[src/rtl/multicycle_controller.sv]
// ---------------------------------------------------------------------------
// multicycle_controller
// Control FSM for a multicycle RV32I(+M) core. It sequences fetch, decode,
// execute, memory and writeback over one shared memory port.
//
// Ports
//   clk, rst_n        clock, synchronous active-low reset
//   opcode, funct7_b0 fields of the current instruction register
//   branch_taken      compare result for the current branch
//   mem_ready         memory access completes this cycle
//   mul_done          mul/div result valid
//   pc_wen, ir_wen    PC / IR (+old PC) write enables
//   adr_src           memory address select (0 PC, 1 ALU-out register)
//   mem_req, mem_wen  memory request / write
//   imm_control       immediate format (000 I, 001 S, 010 B, 011 U, 100 J)
//   alu_src_a_sel     00 PC, 01 old PC, 10 rs1, 11 zero
//   alu_src_b_sel     00 rs2, 01 immediate, 10 constant 4
//   alu_op            00 add, 01 branch compare, 10 R funct, 11 I funct
//   result_sel        00 ALU-out reg, 01 mem data, 10 live ALU, 11 mul/div
//   gpr_wen           register-file write
//   mul_start         one-cycle start pulse to the mul/div unit
//   illegal_instr     sticky illegal-instruction flag
//   bus_error         sticky memory-timeout flag
//   state_o           low four bits of the current state (TRAP reads as 0,
//                     like IDLE; the sticky flags tell the two apart)
// ---------------------------------------------------------------------------
module multicycle_controller #(
  parameter bit          ENABLE_M       = 1'b0,
  parameter int unsigned TIMEOUT_CYCLES = 32'd0
) (
  input  logic       clk,
  input  logic       rst_n,
  input  logic [6:0] opcode,
  input  logic       funct7_b0,
  input  logic       branch_taken,
  input  logic       mem_ready,
  input  logic       mul_done,
  output logic       pc_wen,
  output logic       ir_wen,
  output logic       adr_src,
  output logic       mem_req,
  output logic       mem_wen,
  output logic [2:0] imm_control,
  output logic [1:0] alu_src_a_sel,
  output logic [1:0] alu_src_b_sel,
  output logic [1:0] alu_op,
  output logic [1:0] result_sel,
  output logic       gpr_wen,
  output logic       mul_start,
  output logic       illegal_instr,
  output logic       bus_error,
  output logic [3:0] state_o
);

  typedef enum logic [4:0] {
    S_IDLE      = 5'd0,
    S_FETCH     = 5'd1,
    S_DECODE    = 5'd2,
    S_MEM_ADR   = 5'd3,
    S_MEM_READ  = 5'd4,
    S_MEM_WB    = 5'd5,
    S_MEM_WRITE = 5'd6,
    S_EXEC_R    = 5'd7,
    S_EXEC_I    = 5'd8,
    S_EXEC_U    = 5'd9,
    S_ALU_WB    = 5'd10,
    S_BRANCH    = 5'd11,
    S_JAL       = 5'd12,
    S_JALR      = 5'd13,
    S_JALR_LINK = 5'd14,
    S_MUL_WAIT  = 5'd15,
    S_TRAP      = 5'd16
  } state_t;

  localparam logic [6:0] OP_LOAD   = 7'b0000011;
  localparam logic [6:0] OP_STORE  = 7'b0100011;
  localparam logic [6:0] OP_R      = 7'b0110011;
  localparam logic [6:0] OP_I      = 7'b0010011;
  localparam logic [6:0] OP_LUI    = 7'b0110111;
  localparam logic [6:0] OP_AUIPC  = 7'b0010111;
  localparam logic [6:0] OP_BRANCH = 7'b1100011;
  localparam logic [6:0] OP_JAL    = 7'b1101111;
  localparam logic [6:0] OP_JALR   = 7'b1100111;

  state_t state_q, state_d;
  logic   illegal_q, illegal_d;
  logic   bus_error_q, bus_error_d;
  logic   timeout_hit;

  // Memory-wait watchdog: counts stalled cycles in a memory-wait state and
  // fires when the count has reached the limit and ready is still low.
  generate
    if (TIMEOUT_CYCLES > 32'd0) begin : g_timeout
      localparam int unsigned TW = $clog2(TIMEOUT_CYCLES + 32'd1);
      logic [TW-1:0] cnt_q, cnt_d;
      logic          in_mem_wait;

      assign in_mem_wait = (state_q == S_FETCH) || (state_q == S_MEM_READ) ||
                           (state_q == S_MEM_WRITE);
      assign timeout_hit = in_mem_wait && !mem_ready && (cnt_q == TW'(TIMEOUT_CYCLES));

      // Next stall count; any exit from a wait state (or leaving it) clears it.
      always_comb begin
        cnt_d = '0;
        if (in_mem_wait && !mem_ready && !timeout_hit) begin
          cnt_d = cnt_q + TW'(1);
        end else begin
          cnt_d = '0;
        end
      end

      // Stall counter register.
      always_ff @(posedge clk) begin
        if (!rst_n) begin
          cnt_q <= '0;
        end else begin
          cnt_q <= cnt_d;
        end
      end
    end else begin : g_no_timeout
      assign timeout_hit = 1'b0;
    end
  endgenerate

  // State and sticky-flag registers.
  always_ff @(posedge clk) begin
    if (!rst_n) begin
      state_q     <= S_IDLE;
      illegal_q   <= 1'b0;
      bus_error_q <= 1'b0;
    end else begin
      state_q     <= state_d;
      illegal_q   <= illegal_d;
      bus_error_q <= bus_error_d;
    end
  end

  // Next-state logic; ready wins over a same-cycle timeout.
  always_comb begin
    state_d     = state_q;
    illegal_d   = illegal_q;
    bus_error_d = bus_error_q;
    case (state_q)
      S_IDLE: state_d = S_FETCH;
      S_FETCH: begin
        if (mem_ready) begin
          state_d = S_DECODE;
        end else if (timeout_hit) begin
          state_d     = S_TRAP;
          bus_error_d = 1'b1;
        end else begin
          state_d = S_FETCH;
        end
      end
      S_DECODE: begin
        case (opcode)
          OP_LOAD, OP_STORE: state_d = S_MEM_ADR;
          OP_R: begin
            if (!funct7_b0) begin
              state_d = S_EXEC_R;
            end else if (ENABLE_M) begin
              state_d = S_MUL_WAIT;
            end else begin
              state_d   = S_TRAP;
              illegal_d = 1'b1;
            end
          end
          OP_I:             state_d = S_EXEC_I;
          OP_LUI, OP_AUIPC: state_d = S_EXEC_U;
          OP_BRANCH:        state_d = S_BRANCH;
          OP_JAL:           state_d = S_JAL;
          OP_JALR:          state_d = S_JALR;
          default: begin
            state_d   = S_TRAP;
            illegal_d = 1'b1;
          end
        endcase
      end
      S_MEM_ADR: begin
        if (opcode == OP_STORE) begin
          state_d = S_MEM_WRITE;
        end else begin
          state_d = S_MEM_READ;
        end
      end
      S_MEM_READ: begin
        if (mem_ready) begin
          state_d = S_MEM_WB;
        end else if (timeout_hit) begin
          state_d     = S_TRAP;
          bus_error_d = 1'b1;
        end else begin
          state_d = S_MEM_READ;
        end
      end
      S_MEM_WRITE: begin
        if (mem_ready) begin
          state_d = S_FETCH;
        end else if (timeout_hit) begin
          state_d     = S_TRAP;
          bus_error_d = 1'b1;
        end else begin
          state_d = S_MEM_WRITE;
        end
      end
      S_MEM_WB:    state_d = S_FETCH;
      S_EXEC_R:    state_d = S_ALU_WB;
      S_EXEC_I:    state_d = S_ALU_WB;
      S_EXEC_U:    state_d = S_ALU_WB;
      S_ALU_WB:    state_d = S_FETCH;
      S_BRANCH:    state_d = S_FETCH;
      S_JAL:       state_d = S_JALR_LINK;
      S_JALR:      state_d = S_JALR_LINK;
      S_JALR_LINK: state_d = S_ALU_WB;
      S_MUL_WAIT: begin
        if (mul_done) begin
          state_d = S_FETCH;
        end else begin
          state_d = S_MUL_WAIT;
        end
      end
      S_TRAP:  state_d = S_TRAP;
      default: state_d = S_IDLE;
    endcase
  end

  // Datapath control decode of the current state.
  always_comb begin
    pc_wen        = 1'b0;
    ir_wen        = 1'b0;
    adr_src       = 1'b0;
    mem_req       = 1'b0;
    mem_wen       = 1'b0;
    imm_control   = 3'b000;
    alu_src_a_sel = 2'b00;
    alu_src_b_sel = 2'b00;
    alu_op        = 2'b00;
    result_sel    = 2'b00;
    gpr_wen       = 1'b0;
    mul_start     = 1'b0;
    case (state_q)
      S_FETCH: begin
        mem_req       = 1'b1;
        alu_src_b_sel = 2'b10;
        result_sel    = 2'b10;
        pc_wen        = mem_ready;
        ir_wen        = mem_ready;
      end
      S_DECODE: begin
        // Speculatively forms the B-type target; JAL redoes it with J-type.
        alu_src_a_sel = 2'b01;
        alu_src_b_sel = 2'b01;
        imm_control   = 3'b010;
        mul_start     = ENABLE_M && (opcode == OP_R) && funct7_b0;
      end
      S_MEM_ADR: begin
        alu_src_a_sel = 2'b10;
        alu_src_b_sel = 2'b01;
        imm_control   = (opcode == OP_STORE) ? 3'b001 : 3'b000;
      end
      S_MEM_READ: begin
        mem_req = 1'b1;
        adr_src = 1'b1;
      end
      S_MEM_WB: begin
        result_sel = 2'b01;
        gpr_wen    = 1'b1;
      end
      S_MEM_WRITE: begin
        mem_req = 1'b1;
        mem_wen = 1'b1;
        adr_src = 1'b1;
      end
      S_EXEC_R: begin
        alu_src_a_sel = 2'b10;
        alu_op        = 2'b10;
      end
      S_EXEC_I: begin
        alu_src_a_sel = 2'b10;
        alu_src_b_sel = 2'b01;
        alu_op        = 2'b11;
      end
      S_EXEC_U: begin
        imm_control   = 3'b011;
        alu_src_b_sel = 2'b01;
        alu_src_a_sel = (opcode == OP_LUI) ? 2'b11 : 2'b01;
      end
      S_ALU_WB: begin
        gpr_wen = 1'b1;
      end
      S_BRANCH: begin
        alu_src_a_sel = 2'b10;
        alu_op        = 2'b01;
        pc_wen        = branch_taken;
      end
      S_JAL: begin
        alu_src_a_sel = 2'b01;
        alu_src_b_sel = 2'b01;
        imm_control   = 3'b100;
        result_sel    = 2'b10;
        pc_wen        = 1'b1;
      end
      S_JALR: begin
        alu_src_a_sel = 2'b10;
        alu_src_b_sel = 2'b01;
        result_sel    = 2'b10;
        pc_wen        = 1'b1;
      end
      S_JALR_LINK: begin
        // Link value old PC + 4 lands in ALU-out, written back by ALU_WB.
        alu_src_a_sel = 2'b01;
        alu_src_b_sel = 2'b10;
      end
      S_MUL_WAIT: begin
        result_sel = 2'b11;
        gpr_wen    = mul_done;
      end
      default: begin
        pc_wen = 1'b0;
      end
    endcase
  end

  assign illegal_instr = illegal_q;
  assign bus_error     = bus_error_q;
  assign state_o       = state_q[3:0];

endmodule

[config.mk]
export PLATFORM = sky130hd
export DESIGN_NAME = multicycle_controller
export DESIGN_NICKNAME = d
export VERILOG_FILES = /design/src/rtl/multicycle_controller.sv
export SDC_FILE = /design/constraint.sdc
export NUM_CORES = 1
export LEC_CHECK = 0
export ABC_AREA = 0
export CAP_MARGIN = 20
export CORE_MARGIN = 10
export CORE_UTILIZATION = 40
export CTS_BUF_LIST = sky130_fd_sc_hd__clkbuf_8
export CTS_CLUSTER_SIZE = 16
export DETAILED_ROUTE_END_ITERATION = 10
export PLACE_DENSITY = 0.77
export SYNTH_ARGS = -nofsm -noshare
export SYNTH_HDL_FRONTEND = slang
export SYNTH_SLANG_ARGS = --single-unit
export TNS_END_PERCENT = 30
[constraint.sdc]
create_clock -name clk -period 1.6 [get_ports clk]
set_clock_uncertainty 0.05 [all_clocks]
set_input_delay 0.32 -clock clk [delete_from_list [all_inputs] [get_ports clk]]
set_output_delay 0.32 -clock clk [all_outputs]
set_load 0.1 [all_outputs]
==> impl_metrics.ini, run 1 <==
[floorplanning]
std_cell_rows = 17
start_util_pct = 41.3
fp.dieW_um = 67.6
num_io_pins = 37
die_height_um = 67.6

[yosys]
ys_ff_latch = 6
yosysWarnings = 0
synth_cells = 136
synth_area_um2 = 906
ys.flop_type = dfxtp_1
synth_area_per_cell_um2 = 6.66
synth_edf_count = 0
yosysUniqueCellTypes = 48
ys_seq_area_share_pct = 13.3
synthArstFlopShare_pct = 0

[clock_tree]
htree_levels = 1
ctsHoldBuffers = 0
post-cts-setup-buffers = 7
postCtsResizedCells = 38
cts_buffers = 3
cts_root_buf = clkbuf_8
clkSinkCount = 6
clockBufferDepth = 2

[run_status]
stop_stage = clock tree synthesis
status = aborted with a tool error
error_line = [ERROR DPL-0033] detailed placement checks failed during check placement.

[placed_design]
dp_slack_ns = -0.753
io_buffers = 34
place_congestion = 1.04
dpl.hpwl_um = 3680
[per-stage QoR]
step / cells / setup TNS (ns) / cell area [um^2] / hold slack (ns) / utilization [%]
3_3_place_gp: 236 / -4.13 / 1950 / 0.464 / 89.0
3_5_place_dp: 236 / -5.20 / 1950 / 0.473 / 89.0
2_1_floorplan: 137 / -8.92 / 1100 / 0.388 / -
[synth_stat cells, types with 2 or more instances]
master	instances	area share, %
a31oi_1	2	1.4
nor3_1	5	2.8
o41ai_1	2	1.9
nand3b_1	2	1.7
nor2_1	9	3.7
a41oi_1	2	1.9
nand2_1	12	5.0
a2bb2oi_1	2	1.9
o21a_1	2	1.7
nor2b_1	5	3.5
a21oi_1	10	5.5
buf_4	6	5.0
nand4_1	3	2.1
o21ai_0	3	1.7
inv_1	5	2.1
or3_1	3	2.1
o22ai_1	3	2.1
nand2b_1	5	3.5
a211oi_1	2	1.7
a211o_1	2	1.9
and3_1	2	1.4
clkbuf_1	4	1.7
dfxtp_1	6	13
nand3_1	8	4.4
buf_2	7	3.9
nor4_1	2	1.4
[kinds of logic after synthesis]
logic type,count (synthesis),share of synthesized area (%)
simple gates,60,35.8
flops,6,13.3
compound gates,43,35.1
mux,1,1.11
buf+inv,24,13.4
xor+xnor,1,0.967
other cells,1,0.414
==> run 2: changes to the inputs <==
CORE_AREA = 10 10 71 73   (was not set)
CORE_MARGIN = not set   (was 10)
CORE_UTILIZATION = not set   (was 40)
CTS_BUF_LIST = not set   (was sky130_fd_sc_hd__clkbuf_8)
CTS_CLUSTER_SIZE = not set   (was 16)
DIE_AREA = 0 0 81 83   (was not set)
PLACE_DENSITY = not set   (was 0.77)
PLACE_DENSITY_LB_ADDON = 0.15   (was not set)
clock period = 2.1 ns   (was 1.6 ns; I/O delays follow)
==> impl_metrics.ini, run 2 <==
[routing]
routed_wl_um = 3790
drtAntennaViolNets = 0
viasPerCell = 5.34
drt-initial-drc-count = 140
wire_per_inst_um = 16.1
via_count = 1254
first_pass_iters = 4
drc_errors = 0

[yosys]
ys_seq_area_share_pct = 13.3
synthArstFlopShare_pct = 0
synth_area_per_cell_um2 = 6.66
synth_edf_count = 0
yosysWarnings = 0
synth_top_cell_area_share_pct = 13.3
synth_area_um2 = 906
ys_ff_latch = 6
synth_cells = 136
synth_area_leaders = dfxtp_1 (13%), a21oi_1 (5.5%), buf_4 (5.0%), nand2_1 (5.0%), nand3_1 (4.4%)
ys_top_cells_by_count = nand2_1 (12), a21oi_1 (10), nor2_1 (9), nand3_1 (8), buf_2 (7)
yosysMostFrequentCell = nand2_1
yosysUniqueCellTypes = 48
synth_largest_area_cell = dfxtp_1
ys.flop_type = dfxtp_1

[timing]
fmax_mhz = 469
post-route-min-period_ns = 2.13
period_share_pct = 102
fin_ws_ns = -0.0338
slew_violations = 0
grt_setup_unrepaired = true
setup_viol = 2
hold_viol_final = 0

[clock_tree]
post-cts-setup-buffers = 0
clockBufferDepth = 2
cts_tree = done
clk_pin_slew_ns = 0.04
cts_root_buf = clkbuf_8
cts_buffers = 3
clkSinkCount = 6
htree_levels = 1
clk_latency_ns = 0.23

[placed_design]
dpl.cell_count = 231
io_buffers = 34
dpl.hpwl_um = 3070
place_area_um2 = 1760
dp_slack_ns = -0.394
place_congestion = 0.855

[power_and_ir_drop]
p_clk_share_pct = 10.9
switching_share_pct = 55.3
peakVddDrop_v = 0.000945
p_leak_uw = 0.000748
switchingPower_uw = 940
p_per_area_nw_per_um2 = 901
pwr-share-seq_pct = 10.9
fin_total_pwr_uw = 1700
pwr-share-comb_pct = 78.3
p_int_uw = 761

[global_routing]
grt_pass1_wl_um = 6240
grt_antenna_before_repair = 0
gr-usage-all-layers_pct = 11.0
overflow = 0
grt_pass1_vias = 1270
grt_max_degree = 16

[setup_path]
slowest_stage = nor4_4
reg2reg_to = state_q[0]
critPathRequiredTime_ns = 1.63
cp_max_fo = 7
cp_data_arrival_time_ns = 1.66
crit_type = input port to output port
path_delay_family = buffers and inverters
r2r_start = state_q[2]
critPathCaptureType = output port
cp_slowest_stage_delay_ns = 0.27
rrSetupSlack_ns = 0.39
crit_buf_inv = 3
worstSetupStartpointType = input port
worst-r2r-cell-count = 6
cp_cell_sequence = clkdlybuf4s15_1 > buf_6 > nand2b_4 > nor4_4 > a22o_1 > buf_12

[finish]
syn2layout_area_growth_pct = 108
largest-register = state_q
layout-drive-gt1-share_pct = 48.1
layout_common_cells = buf_4 (29), buf_12 (21), nand2_1 (9), nand3_1 (8), clkdlybuf4s15_1 (6)
stdcell_area_um2 = 1890
final_cells = 235
largest_reg_flops = 5
layout.cells.most_common = buf_4
nNetsFinal = 201
diodes = 0

[floorplanning]
num_io_pins = 37
die_height_um = 83
std_cell_rows = 22
fp.dieW_um = 81
start_util_pct = 24.9
die-area_um2 = 6720
core_area_um2 = 3630

[run_status]
violations = negative setup slack
status = finished, violations left

[hold_path]
holdPathStages = 1
hold-path-endpoint = illegal_instr
hold_class = flip-flop to flip-flop
hp-start = illegal_instr

[run]
drv_cap = 0
[run 2: cell counts after synthesis]
No cell type changed its count.
[run 2: worst max-delay path by stage]
stage	endpoint	from	depth (start not counted)
CTS	alu_src_a_sel[1]	state_q[1]	5
global placement	alu_src_a_sel[1]	opcode[5]	6
global route	alu_op[1]	state_q[2]	5
floorplan	alu_src_a_sel[1]	opcode[6]	5
finish	imm_control[0]	opcode[4]	6
detailed placement	alu_src_a_sel[1]	opcode[1]	6
[run 2: cell type report]
type	instances	area, um^2
clock buffer	4	45.0
tap	48	60.1
multi-input combinational	107	852
timing repair buffer	64	779
fill	350	1750
inverter	6	22.5
sequential	6	129
[run 2: per-stage QoR]
step,util [%],TNS (ns),hold WS [ns]
2_1_floorplan,-,-3.73,0.488
3_3_place_gp,48.5,-0.720,0.411
3_5_place_dp,48.5,-0.713,0.415
4_1_cts,51.5,-0.00369,0.427
5_1_grt,52.0,-0.239,0.442
6_report,52.0,-0.0469,0.429
[run 2: power by group through the flow]
| stage | clock network, uW | logic, uW | registers (uW) |
|---|---|---|---|
| final | 185 | 1330 | 185 |
| after floorplan | 0 | 858 | 167 |
| after global placement | 0 | 1300 | 172 |
| after CTS | 186 | 1330 | 180 |
| after detailed placement | 0 | 1300 | 172 |
| after global routing | 195 | 1390 | 189 |
[run 2: kinds of logic (layout without fill, tap and decap cells)]
group / after synthesis / after routing / share of synthesized area [%]
simple gates: 60 / 60 / 35.8
compound gates: 43 / 43 / 35.1
buf+inv: 24 / 74 / 13.4
flops: 6 / 6 / 13.3
other cells: 1 / 2 / 0.414
xor+xnor: 1 / 1 / 0.967
mux: 1 / 1 / 1.11
[run 2: layer usage]
layer	track usage (%)	wire length [um]	up-vias
met5	0	0	-
met4	3.91	54	0
met3	1.29	206	5
met2	18.3	1930	54
met1	13.9	1600	584
li1	-	-	611
[run 2: what timing repair did]
item | 4_1_cts | 5_1_grt
gates resized for setup | 28 | 4
hold buffers | 0 | 0
setup endpoints to repair | 11 | 8
pin swaps | 6 | 0
Power figures use the tool's default switching activity.
==> run 3: changes to the inputs <==
RECOVER_POWER = 25   (was not set)
clock period = 2.6 ns   (was 2.1 ns; I/O delays follow)
==> impl_metrics.ini, run 3 (synthesis results as in run 2) <==
[timing]
setup_viol = 0
post-route-min-period_ns = 2.55
grt_setup_unrepaired = false
setup_tns_ns = 0
hold_viol_final = 0
slew_violations = 0
fmax_mhz = 392
maxSlewHeadroom_pct = 22.1
fin_ws_ns = 0.0492
period_share_pct = 98.1
tightest_slew_ns = 1.17

[hold_path]
hp-start = illegal_instr
hold_class = flip-flop to flip-flop

[setup_path]
endpoint = alu_src_a_sel[1]
startpoint = opcode[3]
critPathRequiredTime_ns = 2.03
critPathCaptureType = output port
crit_type = input port to output port
worstSetupStartpointType = input port
reg2reg_to = state_q[0]
cp_data_arrival_time_ns = 1.98
worst-r2r-cell-count = 4
r2r_start = state_q[3]
rrSetupSlack_ns = 0.87
cp_max_fo = 2

[routing]
drt-initial-drc-count = 116
via_count = 1151
viasPerCell = 5.30
wire_per_inst_um = 15.9
dr_wl_met2_um = 1570
routed.top_layer = met4
wl_met3_um = 268
drtAntennaViolNets = 0
drt-met1-wl_um = 1560
first_pass_iters = 4
drc_errors = 0
routed_wl_um = 3450

[floorplanning]
num_io_pins = 37
die_height_um = 83
fp.dieW_um = 81
die-area_um2 = 6720
core_area_um2 = 3630
start_util_pct = 24.9
std_cell_rows = 22

[global_routing]
grt_max_degree = 21
overflow = 0
gr-usage-all-layers_pct = 9.53
grt_antenna_before_repair = 0
grt_pass1_wl_um = 5530
grt_pass1_vias = 1128

[clock_tree]
clk_latency_ns = 0.21
clk_pin_slew_ns = 0.03
cts_buffers = 3
clkSinkCount = 6
cts_root_buf = clkbuf_8
htree_levels = 1
ctsHoldBuffers = 0
post-cts-setup-buffers = 0
clockBufferDepth = 2
cts_tree = done

[finish]
stdcell_area_um2 = 1620
layout-drive-gt1-share_pct = 28.4
largest_reg_flops = 5
diodes = 0
layout.cells.most_common = buf_12
n_fill_cell = 380
syn2layout_area_growth_pct = 78.9
layout_common_cells = buf_12 (19), buf_4 (15), nand2_1 (12), nor2_1 (9), a21oi_1 (9)
final_cells = 217
nNetsFinal = 184
largest-register = state_q

[power_and_ir_drop]
pwr-share-comb_pct = 77.6
p_int_uw = 523
pwr-share-seq_pct = 11.6
switchingPower_uw = 712
p_leak_uw = 0.000640
peakVddDrop_v = 0.000375
switching_share_pct = 57.7
p_per_area_nw_per_um2 = 762
p_clk_share_pct = 10.8

[placed_design]
place_congestion = 0.828
place_area_um2 = 1560
dpl.cell_count = 214
dpl.hpwl_um = 2710
io_buffers = 34
dp_slack_ns = -0.151

[run]
drv_cap = 0

[run_status]
status = complete, no violations
## run 3: cell count changes in the layout (fill, tap and decap cells not counted), moves of 3 or more
cell             change
nor2_1               +5
nand2_1              +3
clkdlybuf4s15_1      -6
nor2_2               -5
dlymetal6s2s_1       +3
buf_4               -14
dfxtp_1              +3
a21oi_2              -4
a21oi_1              +4
## run 3: worst min-delay path by stage
stage                         end  depth (start not counted)
floorplan           illegal_instr                          1
global placement    illegal_instr                          1
detailed placement  illegal_instr                          1
CTS                 illegal_instr                          1
global route        illegal_instr                          1
finish              illegal_instr                          1
## run 3: cell type report
type                            count  area [um^2]  share of cell area, %
Clock buffer                        3         41.3                   2.55
Sequential cell                     6          120                   7.41
Timing Repair Buffer               47          621                   38.3
Multi-Input combinational cell    107          756                   46.6
Inverter                            6         22.5                   1.39
Tap cell                           48         60.1                   3.71
## run 3: what timing repair did
action | CTS | global route
endpoints found under the setup margin | 1 | 1
pin swaps | 3 | 4
gates resized for setup | 4 | 5
## run 3: critical path, stage by stage
cell and delay, ns:
clkdlybuf4s50_1 0.47, o311ai_4 0.31, a21oi_2 0.10, a2111oi_4 0.35, buf_12 0.22
## run 3: through the flow
step                      hold slack [ns]  utilization, %  total power (uW)
after floorplan                     0.588               -               787
after global placement              0.406            42.9              1090
after detailed placement            0.413            42.9              1090
after CTS                           0.425            44.1              1230
after global routing                0.440            44.6              1290
final                               0.415            44.6              1230
## run 3: power by group through the flow
stage	logic [uW]	clock network [uW]	registers [uW]
finish	958	134	143
global route	1000	147	145
CTS	954	138	142
detailed placement	951	0	143
global placement	949	0	142
floorplan	653	0	134
## run 3: metal layers
metal / vias to the layer above / global-route usage [%]
met1: 522 / 12.2
met2: 52 / 14.9
li1: 571 / -
met5: - / 0
met4: 0 / 2.66
met3: 6 / 2.69
==> run 4: changes to the inputs <==
--- a/config.mk
+++ b/config.mk
@@ -13,3 +13,2 @@
 export PLACE_DENSITY_LB_ADDON = 0.15
-export RECOVER_POWER = 25
 export SYNTH_ARGS = -nofsm -noshare
==> constraint.sdc (replaced) <==
create_clock -name clk -period 2.6 [get_ports clk]
set_clock_uncertainty 0.05 [all_clocks]
set_input_delay 0.26 -clock clk [delete_from_list [all_inputs] [get_ports clk]]
set_output_delay 0.26 -clock clk [all_outputs]
set_load 0.1 [all_outputs]
==> impl_metrics.ini, run 4 (synthesis results as in run 2) <==
[finish]
largest-register = state_q
final_cells = 212
layout_common_cells = buf_12 (16), buf_4 (14), nand2_1 (12), clkdlybuf4s50_1 (12), a21oi_1 (10)
layout-drive-gt1-share_pct = 24.4
syn2layout_area_growth_pct = 64.5
stdcell_area_um2 = 1490
multi_input_area_um2 = 701
n_fill_cell = 387
nNetsFinal = 179
diodes = 0
layout.cells.most_common = buf_12
fin_util_pct = 41.0
seqCellArea_um2 = 120
largest_reg_flops = 5

[routing]
drc_errors = 0
routed_wl_um = 3320
first_pass_iters = 4
viasPerCell = 5.35
via_count = 1134
drt-initial-drc-count = 102
wire_per_inst_um = 15.7
drtAntennaViolNets = 0

[timing]
setup_tns_ns = 0
fin_ws_ns = 0.192
hold_viol_final = 0
post-route-min-period_ns = 2.41
fmax_mhz = 415
setup_viol = 0
slew_violations = 0
grt_setup_unrepaired = false
period_share_pct = 92.6

[run]
drv_cap = 0

[setup_path]
crit_type = input port to output port
critPathCaptureType = output port
cp_data_arrival_time_ns = 2.10
worstSetupStartpointType = input port
cp_max_fo = 8
critPathRequiredTime_ns = 2.29

[power_and_ir_drop]
peakVddDrop_v = 0.000375
p_leak_uw = 0.000563
p_per_area_nw_per_um2 = 794

[clock_tree]
cts_root_buf = clkbuf_8
clk_pin_slew_ns = 0.03
htree_levels = 1
postCtsResizedCells = 0
ctsHoldBuffers = 0
cts_buffers = 3
clockBufferDepth = 2
cts_tree = done
post-cts-setup-buffers = 0
clkSinkCount = 6
clk_latency_ns = 0.22

[floorplanning]
fp.dieW_um = 81
start_util_pct = 24.9
std_cell_rows = 22
core_area_um2 = 3630
die-area_um2 = 6720
die_height_um = 83
num_io_pins = 37

[global_routing]
grt_antenna_before_repair = 0
grt_pass1_vias = 1126
gr-usage-all-layers_pct = 9.66
grt_pass1_wl_um = 5550
grt_max_degree = 21
overflow = 0

[placed_design]
place_congestion = 0.919
place_area_um2 = 1450
dp_slack_ns = 0.201
io_buffers = 34
dpl.hpwl_um = 2700
dpl.cell_count = 209

[run_status]
status = complete, no violations

[hold_path]
hold_class = flip-flop to flip-flop
==> run 4: changes by cell type in the layout (fill, tap and decap cells not counted), sizes merged <==
cell and change:
buf -4, clkbuf -1, clkdlybuf4s50 +6, dlygate4sd2 -3, dlymetal6s2s -3
==> run 4: path summary, 6_finish.rpt <==
| check | from | to | slack [ns] | depth (start not counted) |
|---|---|---|---|---|
| setup / recovery | opcode[4] | alu_src_a_sel[1] | 0.19 | 6 |
| hold / removal | illegal_instr | illegal_instr | 0.42 | 1 |
| setup reg to reg | state_q[3] | state_q[0] | 0.84 | 5 |
| hold reg to reg | illegal_instr | illegal_instr | 0.42 | 1 |
==> run 4: through the flow <==
stage,power [uW],hold slack (ns)
after floorplan,772,0.328
after global placement,1050,0.407
after detailed placement,1050,0.411
after CTS,1190,0.423
after global routing,1240,0.451
final,1180,0.418
==> run 4: worst max-delay path, cell delays in order <==
cell,delay (ns)
clkdlybuf4s50_1,0.58
nand2b_1,0.13
o311ai_1,0.29
a21oi_1,0.13
a2111oi_2,0.47
buf_12,0.23
==> run 4: report_power, final <==
part | internal (uW) | leakage (uW) | switching (uW)
logic | 287 | 0.000492 | 631
clock network | 99.1 | 0.0000216 | 35.9
registers | 107 | 0.0000491 | 23.7
total | 493 | 0.000563 | 690
==> run 4: layer usage <==
metal / vias to the layer above / GRT usage (%) / part of all wire, %
met2: 44 / 14.8 / 43
met1: 525 / 13.0 / 49
met5: - / 0 / 0
met3: 2 / 2.69 / 7.4
li1: 563 / - / -
met4: 0 / 1.88 / 0.27
==> run 4: layout make-up <==
class	count	area share, %
well taps	48	4.03
inverters	6	1.51
flip-flops and latches	6	8.06
multi-input cells	107	47.0
clock buffers	3	2.77
repair buffers	42	36.6
